## config.mk

```make
export PLATFORM = sky130hd
export DESIGN_NAME = fp_add_sequencer
export DESIGN_NICKNAME = d
export VERILOG_FILES = /design/src/rtl/fp_add_pkg.sv /design/src/rtl/fp_lzc26.sv /design/src/rtl/fp_add_sequencer.sv
export SDC_FILE = /design/constraint.sdc
export NUM_CORES = 1
export LEC_CHECK = 0
export CAP_MARGIN = 20
export CORE_ASPECT_RATIO = 0.9
export CORE_MARGIN = 5
export CORE_UTILIZATION = 41
export CTS_CLUSTER_DIAMETER = 30
export CTS_CLUSTER_SIZE = 10
export DETAILED_ROUTE_END_ITERATION = 6
export GPL_ROUTABILITY_DRIVEN = 0
export GPL_TIMING_DRIVEN = 0
export PLACE_DENSITY = 0.79
export SYNTH_ARGS = -nofsm -noshare
export SYNTH_HDL_FRONTEND = slang
export SYNTH_SLANG_ARGS = --single-unit
```

## constraint.sdc

```tcl
create_clock -name clk -period 2.2 [get_ports clk]
set_input_delay 0.55 -clock clk [delete_from_list [all_inputs] [get_ports clk]]
set_output_delay 0.55 -clock clk [all_outputs]
set_load 0.005 [all_outputs]
```

## src/rtl/fp_add_pkg.sv

```systemverilog
// Shared constants, state codes and helpers for the FP add control sequencer.
package fp_add_pkg;

    localparam int unsigned FRAC_W    = 28;
    localparam int unsigned EXP_W     = 8;
    localparam int unsigned MAX_ALIGN = 25;
    localparam int unsigned CARRY_BIT = 26;
    localparam int unsigned MSB_BIT   = 25;
    localparam int unsigned MANT_W    = MSB_BIT + 1;
    localparam int unsigned DIFF_W    = 9;
    localparam int unsigned ALIGN_W   = 8;
    localparam int unsigned SHIFT_W   = 5;
    localparam int unsigned STATE_W   = 3;

    // Sequencer states, one per datapath phase
    localparam logic [STATE_W-1:0] ST_IDLE   = 3'd0;
    localparam logic [STATE_W-1:0] ST_ALIGN  = 3'd1;
    localparam logic [STATE_W-1:0] ST_ADD    = 3'd2;
    localparam logic [STATE_W-1:0] ST_NORM   = 3'd3;
    localparam logic [STATE_W-1:0] ST_ROUND  = 3'd4;
    localparam logic [STATE_W-1:0] ST_RENORM = 3'd5;
    localparam logic [STATE_W-1:0] ST_DONE   = 3'd6;

    // Shifting past the guard bits cannot change the result, so cap it
    function automatic logic [ALIGN_W-1:0] sat_align(input logic [ALIGN_W-1:0] mag);
        if (mag > ALIGN_W'(MAX_ALIGN)) begin
            return ALIGN_W'(MAX_ALIGN);
        end
        return mag;
    endfunction

endpackage

```

## src/rtl/fp_lzc26.sv

```systemverilog
// Combinational leading-zero counter over the 26-bit mantissa field.
module fp_lzc26
    import fp_add_pkg::*;
(
    input  logic [MANT_W-1:0]  mant,
    output logic [SHIFT_W-1:0] count,
    output logic               all_zero
);

    // Highest set bit is scanned last, so it determines the count
    always_comb begin
        count = '0;
        for (int i = 0; i < int'(MANT_W); i++) begin
            if (mant[i]) begin
                count = SHIFT_W'(int'(MANT_W) - 1 - i);
            end
        end
    end

    assign all_zero = (mant == '0);

endmodule

```

## src/rtl/fp_add_sequencer.sv

```systemverilog
// Start/busy/done sequencer for the single-precision add datapath; all controls
// are registered and valid only in the state that owns them.
module fp_add_sequencer
    import fp_add_pkg::*;
(
    input  logic               clk,
    input  logic               res,
    input  logic               start,
    input  logic [DIFF_W-1:0]  exp_diff,
    input  logic [EXP_W-1:0]   exp_big,
    input  logic [FRAC_W-1:0]  alu_result,
    input  logic               round_carry,
    output logic               busy,
    output logic               done,
    output logic               swap_sel,
    output logic [ALIGN_W-1:0] align_shift,
    output logic               alu_go,
    output logic               norm_right_en,
    output logic               norm_left_en,
    output logic [SHIFT_W-1:0] norm_shift,
    output logic               exp_inc_en,
    output logic               exp_dec_en,
    output logic [EXP_W-1:0]   exp_adj,
    output logic               round_sel,
    output logic               zero_flag
);

    logic [STATE_W-1:0] state_q;
    logic [STATE_W-1:0] state_d;
    logic [EXP_W-1:0]   exp_big_q;
    logic [EXP_W-1:0]   exp_big_d;

    logic               busy_d;
    logic               done_d;
    logic               swap_d;
    logic [ALIGN_W-1:0] align_d;
    logic               alu_go_d;
    logic               right_d;
    logic               left_d;
    logic [SHIFT_W-1:0] shift_d;
    logic               inc_d;
    logic               dec_d;
    logic [EXP_W-1:0]   adj_d;
    logic               round_sel_d;
    logic               zero_d;

    logic [SHIFT_W-1:0] lz_count;
    logic               lz_all_zero;
    logic               unused_frac_msb;

    assign unused_frac_msb = alu_result[FRAC_W-1];

    fp_lzc26 u_lzc (
        .mant     (alu_result[MSB_BIT:0]),
        .count    (lz_count),
        .all_zero (lz_all_zero)
    );

    // Next state and next registered control values
    always_comb begin
        state_d     = state_q;
        exp_big_d   = exp_big_q;
        swap_d      = swap_sel;
        align_d     = align_shift;
        zero_d      = zero_flag;
        right_d     = 1'b0;
        left_d      = 1'b0;
        shift_d     = '0;
        inc_d       = 1'b0;
        dec_d       = 1'b0;
        adj_d       = '0;

        case (state_q)
            ST_IDLE, ST_DONE: begin
                if (start) begin
                    state_d   = ST_ALIGN;
                    swap_d    = exp_diff[DIFF_W-1];
                    align_d   = sat_align(exp_diff[ALIGN_W-1:0]);
                    exp_big_d = exp_big;
                    zero_d    = 1'b0;
                end else begin
                    state_d   = ST_IDLE;
                    swap_d    = 1'b0;
                    align_d   = '0;
                    exp_big_d = '0;
                    zero_d    = 1'b0;
                end
            end
            ST_ALIGN: state_d = ST_ADD;
            ST_ADD: begin
                state_d = ST_NORM;
                // Exact cancellation or a left shift that would underflow flushes to zero
                if ((!alu_result[CARRY_BIT] && lz_all_zero) ||
                    (!alu_result[CARRY_BIT] && (EXP_W'(lz_count) >= exp_big_q))) begin
                    zero_d = 1'b1;
                end else if (alu_result[CARRY_BIT]) begin
                    right_d = 1'b1;
                    shift_d = SHIFT_W'(1);
                    inc_d   = 1'b1;
                    adj_d   = EXP_W'(1);
                end else if (lz_count != '0) begin
                    left_d  = 1'b1;
                    shift_d = lz_count;
                    dec_d   = 1'b1;
                    adj_d   = EXP_W'(lz_count);
                end
            end
            ST_NORM: state_d = ST_ROUND;
            ST_ROUND: begin
                state_d = ST_RENORM;
                if (round_carry && !zero_flag) begin
                    right_d = 1'b1;
                    shift_d = SHIFT_W'(1);
                    inc_d   = 1'b1;
                    adj_d   = EXP_W'(1);
                end
            end
            ST_RENORM: state_d = ST_DONE;
            default: begin
                state_d   = ST_IDLE;
                swap_d    = 1'b0;
                align_d   = '0;
                exp_big_d = '0;
                zero_d    = 1'b0;
            end
        endcase

        busy_d      = (state_d == ST_ALIGN) || (state_d == ST_ADD) || (state_d == ST_NORM) ||
                      (state_d == ST_ROUND) || (state_d == ST_RENORM);
        done_d      = (state_d == ST_DONE);
        alu_go_d    = (state_d == ST_ADD);
        round_sel_d = (state_d == ST_ROUND);
    end

    // State and registered controls
    always_ff @(posedge clk or negedge res) begin
        if (!res) begin
            state_q       <= ST_IDLE;
            exp_big_q     <= '0;
            busy          <= 1'b0;
            done          <= 1'b0;
            swap_sel      <= 1'b0;
            align_shift   <= '0;
            alu_go        <= 1'b0;
            norm_right_en <= 1'b0;
            norm_left_en  <= 1'b0;
            norm_shift    <= '0;
            exp_inc_en    <= 1'b0;
            exp_dec_en    <= 1'b0;
            exp_adj       <= '0;
            round_sel     <= 1'b0;
            zero_flag     <= 1'b0;
        end else begin
            state_q       <= state_d;
            exp_big_q     <= exp_big_d;
            busy          <= busy_d;
            done          <= done_d;
            swap_sel      <= swap_d;
            align_shift   <= align_d;
            alu_go        <= alu_go_d;
            norm_right_en <= right_d;
            norm_left_en  <= left_d;
            norm_shift    <= shift_d;
            exp_inc_en    <= inc_d;
            exp_dec_en    <= dec_d;
            exp_adj       <= adj_d;
            round_sel     <= round_sel_d;
            zero_flag     <= zero_d;
        end
    end

endmodule

```

After elaboration in Yosys (flattened, before gate mapping)
Index checks and enable logic that the tools add are counted.
{"block": "totals", "reg_bits": 40, "output_inout_bits": 31, "in_bits": 49, "word_cells": 105}
{"block": "op_classes", "bitwise": 1, "eq_ne": 13, "n_reduce_logical": 17, "order_cmp": 2, "mux": 59}
{"op": "$mux W5", "count": 32}
{"op": "$mux W8", "count": 4}
{"op": "$pmux W8 S2", "count": 2}
{"op": "$logic_not A26 Y1", "count": 1}
{"op": "$pmux W5 S2", "count": 2}
{"op": "$eq A3 B3 Y1 const B", "count": 6}
{"op": "$pmux W3 S6", "count": 1}
{"op": "$mux W1", "count": 15}
{"op": "$eq A3 B2 Y1 const B", "count": 4}
{"op": "$ge A5 B8 Y1", "count": 1}
{"op": "$gt A8 B5 Y1 const B", "count": 1}
{"op": "$eq A3 B1 Y1 const B", "count": 2}
{"op": "$pmux W1 S2", "count": 3}
{"op": "$logic_or A1 B1 Y1", "count": 5}
{"op": "$reduce_bool A5 Y1", "count": 1}
{"op": "$reduce_or A5 Y1", "count": 1}
{"op": "$reduce_or A4 Y1", "count": 1}
{"op": "$logic_and A1 B1 Y1", "count": 3}
{"op": "$logic_not A3 Y1", "count": 1}
{"op": "$logic_not A1 Y1", "count": 2}
{"op": "$ne A2 B2 Y1 const B", "count": 1}
{"op": "$reduce_and A2 Y1", "count": 1}
{"op": "$reduce_or A2 Y1", "count": 1}
{"op": "$not A1 Y1", "count": 1}

Depth between registers and ports, before layout
Gate-level depths: netlist of the first run.
{"block": "logic_depth", "word_depth": 31, "depth_mapped": 13, "depth_no_buf": 13}

Modules after synthesis
Synthesis of the first run repeated with hierarchy kept, for this count alone.
{"block": "unflattened", "cells_unflattened": 184, "hier_area_um2": 1765.4}
{"mod": "fp_add_sequencer", "seq_area_each_um2": 800.8, "cells_per_inst": 128, "instances": 1, "area_each_um2": 1457.6}
{"mod": "fp_lzc26", "seq_area_each_um2": 0.0, "cells_per_inst": 56, "instances": 1, "area_each_um2": 307.8}

Least setup slack after synthesis of the first run
Ideal clock, no wire load.
{"block": "synth_timing", "path_kind": "input to register", "from": "input port alu_result[3]", "to": "register exp_dec_en", "n_path_buf": 0, "required_time_ns": 2.116, "t_arrival_ns": 2.952, "cell_stages": 12, "slack_ns": -0.836, "setup_ns": 0.084, "path_cell_list": "or4_4 -> a31oi_1 -> nor2_1 -> o21ai_0 -> inv_1 -> ha_1 -> a21o_1 -> a31oi_1 -> o21a_1 -> nand4_1 -> or2_2 -> a41oi_2"}
{"block": "synth_between", "elab_chain_len": 28, "word_cells_on_any_way": 33, "classes_between": "1 x order compare; 27 x mux; 5 x reduce/logical"}
{"element": "start, declared", "line_no": "fp_add_sequencer.sv:11", "source": "input logic [FRAC_W-1:0] alu_result,"}
{"element": "$mux W5 (23 in a row)", "line_no": "fp_lzc26.sv:14", "source": "if (mant[i]) begin"}
{"element": "$ge A5 B8 Y1 or $reduce_bool A5 Y1 (tied branches)", "line_no": "fp_add_sequencer.sv:94, fp_add_sequencer.sv:101"}
{"element": "$logic_and A1 B1 Y1 or $mux W1 (tied branches)", "line_no": "fp_add_sequencer.sv:94, fp_add_sequencer.sv:101"}
{"element": "$logic_or A1 B1 Y1 or $mux W1 (tied branches)", "line_no": "fp_add_sequencer.sv:93, fp_add_sequencer.sv:96"}
{"element": "$mux W1 (*)", "line_no": "fp_add_sequencer.sv:93", "source": "if ((!alu_result[CARRY_BIT] && lz_all_zero) ||"}
{"element": "$mux W1 (*)", "line_no": "fp_add_sequencer.sv:73", "source": "case (state_q)"}
{"element": "via dec_d", "line_no": "fp_add_sequencer.sv:42", "source": "logic dec_d;"}
{"element": "end signal, assigned", "line_no": "fp_add_sequencer.sv:149", "source": "exp_dec_en <= 1'b0;"}
{"element": "end signal, assigned", "line_no": "fp_add_sequencer.sv:165", "source": "exp_dec_en <= dec_d;"}
{"element": "end, declared", "line_no": "fp_add_sequencer.sv:22", "source": "output logic exp_dec_en,"}
Mark *: on every way through the listed nets, which the timed path passes. The rest lies on a longest branch.
A chain may end at the register's enable or synchronous reset.

Worst setup path in the final report of the first run
Same ends and word-level chain as after synthesis.

==> key figures, run 1 <==
Status
  • Status: complete, but fails checks
  • Failing checks: negative setup slack

STA
  • Final Max Tran Viols: 0
  • Final WS setup: -0.603 ns
  • Worst clock skew: a little under 0.005 ns
  • Worst hold margin: roughly 0.31 ns
  • Max Freq: around 360 MHz
  • Final min period: approximately 2.8 ns
  • Setup TNS: -3.70 ns
  • Final Hold Viols: 0
  • Tcrit/Tclk final: 127%
  • RSZ-0062 raised after global routing: yes
  • # setup viols final: 7
  • Slew Limit Headroom: between 50% and 60%
  • Worst-Margin Slew: 0.703 ns

Routing
  • Via/cell ratio: 5.17
  • Top sig layer: met4
  • Drt first pass iters: 4
  • First DRT Iteration DRCs: 110
  • Routed len/inst: between 15 and 20 um
  • DRC violation count after routing: 0
  • Routed length on met1: 2.13 mm
  • Met3 routed WL: about 430 um
  • Routed Antenna Nets: 0
  • Met2 Wirelength: 2.48 mm
  • Vias post-DR: about 1700
  • Routed WL: between 5 and 6 mm

Layout
  • Post-Layout Cell Count: approximately 340
  • Diodes inserted: 0
  • Layout net count: approximately 340
  • Layout cells sized above 1: between 20% and 30%
  • Synthesis-to-finish area growth: 64.4%
  • Final instance area: between 2000 and 3000 um^2

Placement
  • Placed Instances: around 310
  • Post-DP HPWL: 3.53 mm
  • Area after DPL: 2570 um^2
  • Port bufs: 75

Synth
  • Yosys top cell area share: about 46%
  • Syn Area/Cell: about 9.6 um^2
  • Post-synth top area cell: dfrtp_1
  • Post-synth ARST share: between 90% and 100%
  • Most numerous cell in the Yosys netlist: dfrtp_1
  • Synthesized instance count: between 150 and 200
  • Ys flop type: dfrtp_1
  • Yosys cell types: 42
  • Synth warn: 0
  • Synth Cell Area: ~1800 um^2
  • Largest cells by area after synthesis: dfrtp_1 46%, a22o_1 5.0%, buf_4 4.3%
  • Synth Register Bits: 32
  • Synth cell count leaders: 32 x dfrtp_1, 20 x nor2_1, 14 x inv_1, 10 x a22o_1, 10 x buf_4
  • Seq/Total Area, Yosys: between 40 and 50%
  • Post-synth EDFFs: 0

Pwr
  • Cell Pwr Density: 847 nW/um^2
  • P_leak: 1.31 nW
  • Final Power: roughly 0.0024 W
  • Maximum vdd ir drop: about 0.00072 V

Worst setup path
  • Critical Path Source Type: input port
  • Crit Path Class: in2reg
  • Crit end category: flop
  • R2R Setup Slk: between 0.15 and 0.2 ns
  • Critical path fanouts, max: 5
  • Required time worst endpoint: roughly 2.4 ns
  • Arrival @ worst endpoint: approximately 3 ns

CTS
  • CTS tree: done
  • Hold buffer count at cts: 0
  • Number of buffers created by CTS: 5
  • Worst-path clk slew: about 0.06 ns
  • Root buf cell: clkbuf_8
  • Clock buffer depth: 2
  • Clk_lat worst skew: between 0.2 and 0.3 ns
  • CTS Sinks: 32
  • Htree depth: 2

GRT
  • Antenna violations before repair: 0
  • GR Overflow Total: 0
  • Vias in the first global route: 1702
  • Pin count of the biggest net entering global routing: 33
  • Global Route Usage Sum: between 10% and 20%
  • First-pass GRT wire length: 7.98 mm

Flow run
  • Max-capacitance violation count: 0

Floorplan
  • Row count: 22
  • Die width: 79.0 um
  • Die Span Y: roughly 70 um
  • Die area: around 5700 um^2
  • # IOs: 80
  • Initial Utilization: around 43%
  • Core footprint: just over 4000 um^2

Worst hold path
  • Type of the most critical hold path: in2async
stage by stage:
stage / worst slack [ns] / utilization [%]
2_1_floorplan: -0.625 / -
3_3_place_gp: -1.33 / 62.9
3_5_place_dp: -1.35 / 62.8
4_1_cts: -0.621 / 68.1
5_1_grt: -0.711 / 70.3
6_report: -0.603 / 70.3
worst paths after layout:
check                          startpoint              to  depth (start not counted)
setup / recovery            alu_result[3]      exp_dec_en                         12
hold / removal                        res   norm_shift[4]                          1
setup reg to reg               state_q[1]  align_shift[0]                          5
hold reg to reg            align_shift[4]  align_shift[4]                          2
max in group asynchronous             res  align_shift[1]                          1
min in group clk           align_shift[4]  align_shift[4]                          2
report_power, final:
group          internal, W  leakage (nW)  switching, W
clock             0.000336        0.0552      0.000216
sequential        0.000758         0.423     0.0000826
combinational     0.000553         0.830      0.000498
total              0.00165          1.31      0.000796
cells by family (layout without fill, tap and decap cells):
logic type,Yosys count,in the layout,synth area share [%]
AO/OA/AOI/OAI,47,47,19.5
XOR/XNOR,1,1,0.499
AND/OR/NAND/NOR,68,68,22.2
buffers and inverters,29,134,8.41
adder cells (fa/ha/maj),5,5,3.56
flip-flops,32,32,45.6
other,1,3,0.214
final cells by class:
class / instances / area [um^2]
flip-flops and latches: 32 / 801
repair buffers: 97 / 858
plain buffers: 15 / 95.1
fillers: 327 / 1220
multi-input cells: 124 / 911
inverters: 14 / 52.6
clock buffers: 6 / 72.6
clock inverters: 2 / 35.0
well taps: 48 / 60.1
placed cells by master, fill, tap and decap left out, types with 8 or more instances in the layout:
master,count
a22o_1,10
buf_2,9
buf_4,31
clkdlybuf4s50_1,52
dfrtp_1,32
dlygate4sd2_1,8
inv_1,13
nand2_1,9
nor2_1,18
nor3_1,8
per-layer routing:
layer  up-vias  GRT usage (%)
met3         9           6.70
li1        851              -
met4         0           4.96
met1       817           22.4
met5         -              0
met2        70           27.9
worst max-delay path, cell delays in order:
cell and delay, ns:
buf_6 0.10, or4_4 0.54, buf_6 0.14, nor4_4 0.25, nor2_2 0.08, ha_1 0.29, and2_4 0.16, o21ai_2 0.12
o21a_1 0.18, nand4_1 0.13, or2_4 0.30, a41oi_2 0.15
registers in the layout, summed over array words and instances, names as in the netlist:
name         flops
busy             1
alu_go           1
round_sel        1
state_q          3
exp_dec_en       1
exp_big_q        8
exp_inc_en       1
zero_flag        1
swap_sel         1
align_shift      8
done             1
norm_shift       5
repair_timing:
item | CTS | global route
pin swaps | 24 | 16
resized for setup | 67 | 17
setup buffers | 17 | 7
endpoints found under the hold margin | 0 | 0
endpoints found under the setup margin | 7 | 9
Note: power is estimated with default switching activity, not from simulation.
==> run 2, diff against run 1 <==
--- a/config.mk
+++ b/config.mk
@@ -8,13 +8,13 @@
 export CAP_MARGIN = 20
 export CORE_ASPECT_RATIO = 0.9
 export CORE_MARGIN = 5
-export CORE_UTILIZATION = 41
+export CORE_UTILIZATION = 37
 export CTS_CLUSTER_DIAMETER = 30
 export CTS_CLUSTER_SIZE = 10
 export DETAILED_ROUTE_END_ITERATION = 6
 export GPL_ROUTABILITY_DRIVEN = 0
 export GPL_TIMING_DRIVEN = 0
-export PLACE_DENSITY = 0.79
+export PLACE_DENSITY = 0.76
 export SYNTH_ARGS = -nofsm -noshare
 export SYNTH_HDL_FRONTEND = slang
 export SYNTH_SLANG_ARGS = --single-unit
==> constraint.sdc (replaced) <==
create_clock -name clk -period 2.5 [get_ports clk]
set_input_delay 0.625 -clock clk [delete_from_list [all_inputs] [get_ports clk]]
set_output_delay 0.625 -clock clk [all_outputs]
set_load 0.005 [all_outputs]
==> run 2 against run 1 <==
  * The flow still finishes with violations (negative setup slack)
  * Flip-flop and latch count stayed put
  * First-iteration DRC count is 5.5% higher
  * Via count is 3.3% higher
  * Sequential share of layout area is 1.3 points lower
  * Clock power is 34% lower
  * Non-clock buffer count is 9 higher
  * Global-route usage is 0.30 points higher
  * Clock skew is 0.0017 ns higher
  * Clock-buffer cell count stayed put
  * Combinational power is 10% lower
  * Critical path type unchanged
  * Largest cell class unchanged
==> key figures, run 2 (synthesis gave the netlist of run 1 again) <==
CTS
  • CTS Sinks: 32
  • Worst-path clk slew: ~0.06 ns
  • Root buf cell: clkbuf_8
  • Clk_lat worst skew: roughly 0.28 ns
  • Htree depth: 2
  • Clock buffer depth: 2
  • Number of buffers created by CTS: 5
  • CTS tree: done
  • Hold buffer count at cts: 0

Worst setup path
  • R2R Setup Slk: 0.50 ns
  • Arrival @ worst endpoint: ~3.2 ns
  • CP startpoint: alu_result[19]
  • Critical Path Source Type: input port
  • Required time worst endpoint: 2.69 ns
  • Critical path fanouts, max: 2
  • Crit Path Class: in2reg
  • Crit end category: flop
  • Reg2reg start: state_q[1]

Layout
  • Layout cells sized above 1: between 30% and 40%
  • Final-layout fill cell count: 359
  • Commonest cells after routing, fill and taps aside: 51 x clkdlybuf4s50_1, 38 x buf_4, 32 x dfrtp_1
  • Diodes inserted: 0
  • Layout net count: around 350
  • Synthesis-to-finish area growth: 72.6%
  • Largest regs: align_shift x8, exp_big_q x8, norm_shift x5
  • Post-Layout Cell Count: between 300 and 400
  • Final core utilization: approximately 67%
  • Commonest non-fill, non-tap cell in the layout: clkdlybuf4s50_1

Placement
  • Placed Instances: 322
  • Port bufs: 75
  • Post-DP HPWL: roughly 3.5 mm

Pwr
  • Cell Pwr Density: approximately 680 nW/um^2
  • Clock Power Share: about 18%
  • Maximum vdd ir drop: ~0.00050 V
  • P_leak: roughly 1.3 nW
  • Flop pwr share: a little over a third
  • Combinational Power Share: between 40% and 50%
  • Sw frac: between 30% and 40%
  • Int Pwr: between 0.001 and 0.0015 W
  • NetSw: 0.000694 W

Floorplan
  • Die area: between 6000 and 7000 um^2
  • Die Span Y: roughly 75 um
  • Row count: 23
  • Initial Utilization: 38.9%
  • # IOs: 80
  • Die width: between 80 and 90 um
  • Core footprint: about 4500 um^2

STA
  • Worst-Margin Slew: a little under 0.7 ns
  • Max Freq: about 340 MHz
  • Slew Limit Headroom: 53.6%
  • Final Max Tran Viols: 0
  • Worst clock skew: 0.00658 ns
  • # setup viols final: 7
  • Final Hold Viols: 0
  • RSZ-0062 raised after global routing: yes
  • Final min period: 2.97 ns
  • Tcrit/Tclk final: 119%
  • Worst hold margin: a little under 0.4 ns
  • Final WS setup: -0.473 ns

Routing
  • Vias post-DR: about 1800
  • Via/cell ratio: 5.01
  • Routed WL: between 5 and 6 mm
  • Routed Antenna Nets: 0
  • Drt first pass iters: 5
  • DRC violation count after routing: 0
  • Routed len/inst: between 15 and 20 um
  • First DRT Iteration DRCs: around 120

GRT
  • First-pass GRT wire length: approximately 8.3 mm
  • GR Overflow Total: 0
  • Antenna violations before repair: 0
  • Global Route Usage Sum: between 15 and 20%
  • Vias in the first global route: between 1500 and 2000
  • Pin count of the biggest net entering global routing: 33

Worst hold path
  • Type of the most critical hold path: in2async

Flow run
  • Max-capacitance violation count: 0

Status
  • Failing checks: negative setup slack
  • Status: complete, but fails checks
==> run 2: cell types whose count changed in the layout (fill, tap and decap cells not counted), moves of 2 or more <==
cell,before,now
buf_4,31,38
buf_6,4,9
clkdlybuf4s15_1,1,5
dlygate4sd2_1,8,4
clkbuf_2,3,1
nor2_1,18,16
nor2_4,1,3
==> run 2: routing by layer <==
layer | up-vias | track usage (%) | share of wire, %
li1 | 869 | - | -
met1 | 822 | 20.7 | 39
met2 | 94 | 30.3 | 49
met3 | 19 | 5.67 | 8.9
met4 | 0 | 7.99 | 3.3
met5 | - | 0 | 0
==> run 2: timing repair <==
| item | in CTS | in global routing |
|---|---|---|
| setup buffers | 28 | 7 |
| pin swaps | 25 | 23 |
| setup endpoints to repair | 7 | 7 |
| cloned | 0 | 0 |
| resized for setup | 87 | 17 |
==> run 2: layout make-up <==
class | count | area (um^2) | area share, %
Buffer | 15 | 95.1 | 3.14
Tap cell | 62 | 77.6 | 2.56
Clock inverter | 1 | 5.00 | 0.165
Inverter | 14 | 52.6 | 1.73
Timing Repair Buffer | 106 | 960 | 31.7
Sequential cell | 32 | 801 | 26.4
Clock buffer | 6 | 72.6 | 2.39
Multi-Input combinational cell | 124 | 967 | 31.9
==> run 2: metrics by stage <==
stage	total power, W	TNS [ns]	area, um^2	worst slack (ns)
global route	0.00222	-3.02	3030	-0.524
detailed placement	0.00161	-7.08	2590	-1.11
finish	0.00205	-2.43	3030	-0.473
CTS	0.00203	-1.69	2930	-0.318
floorplan	0.00121	-2.07	1770	-0.400
global placement	0.00159	-7.12	2600	-1.15
==> run 2: worst paths after layout <==
check                                 end  cells after the start
setup / recovery            norm_shift[4]                     15
hold / removal             align_shift[0]                      1
setup reg to reg             exp_big_q[6]                      5
hold reg to reg            align_shift[3]                      2
max in group asynchronous   norm_shift[0]                      1
min in group clk           align_shift[3]                      2
==> run 2: power groups by stage <==
stage                     logic, W  registers [W]  clock network (W)
after global routing       0.00107       0.000764           0.000391
final                     0.000945       0.000741           0.000364
after global placement    0.000846       0.000745                  0
after CTS                 0.000914       0.000743           0.000371
after floorplan           0.000465       0.000743                  0
after detailed placement  0.000864       0.000750                  0
==> run 2: worst max-delay path, stage by stage <==
cell and delay (ns):
buf_6 0.09, or4_4 0.56, nor4b_4 0.34, nand2_2 0.14, buf_4 0.16, buf_6 0.11
buf_6 0.10, buf_6 0.10, buf_4 0.12, buf_4 0.12, buf_4 0.12, buf_4 0.13
buf_4 0.12, buf_4 0.13, nor3_2 0.19
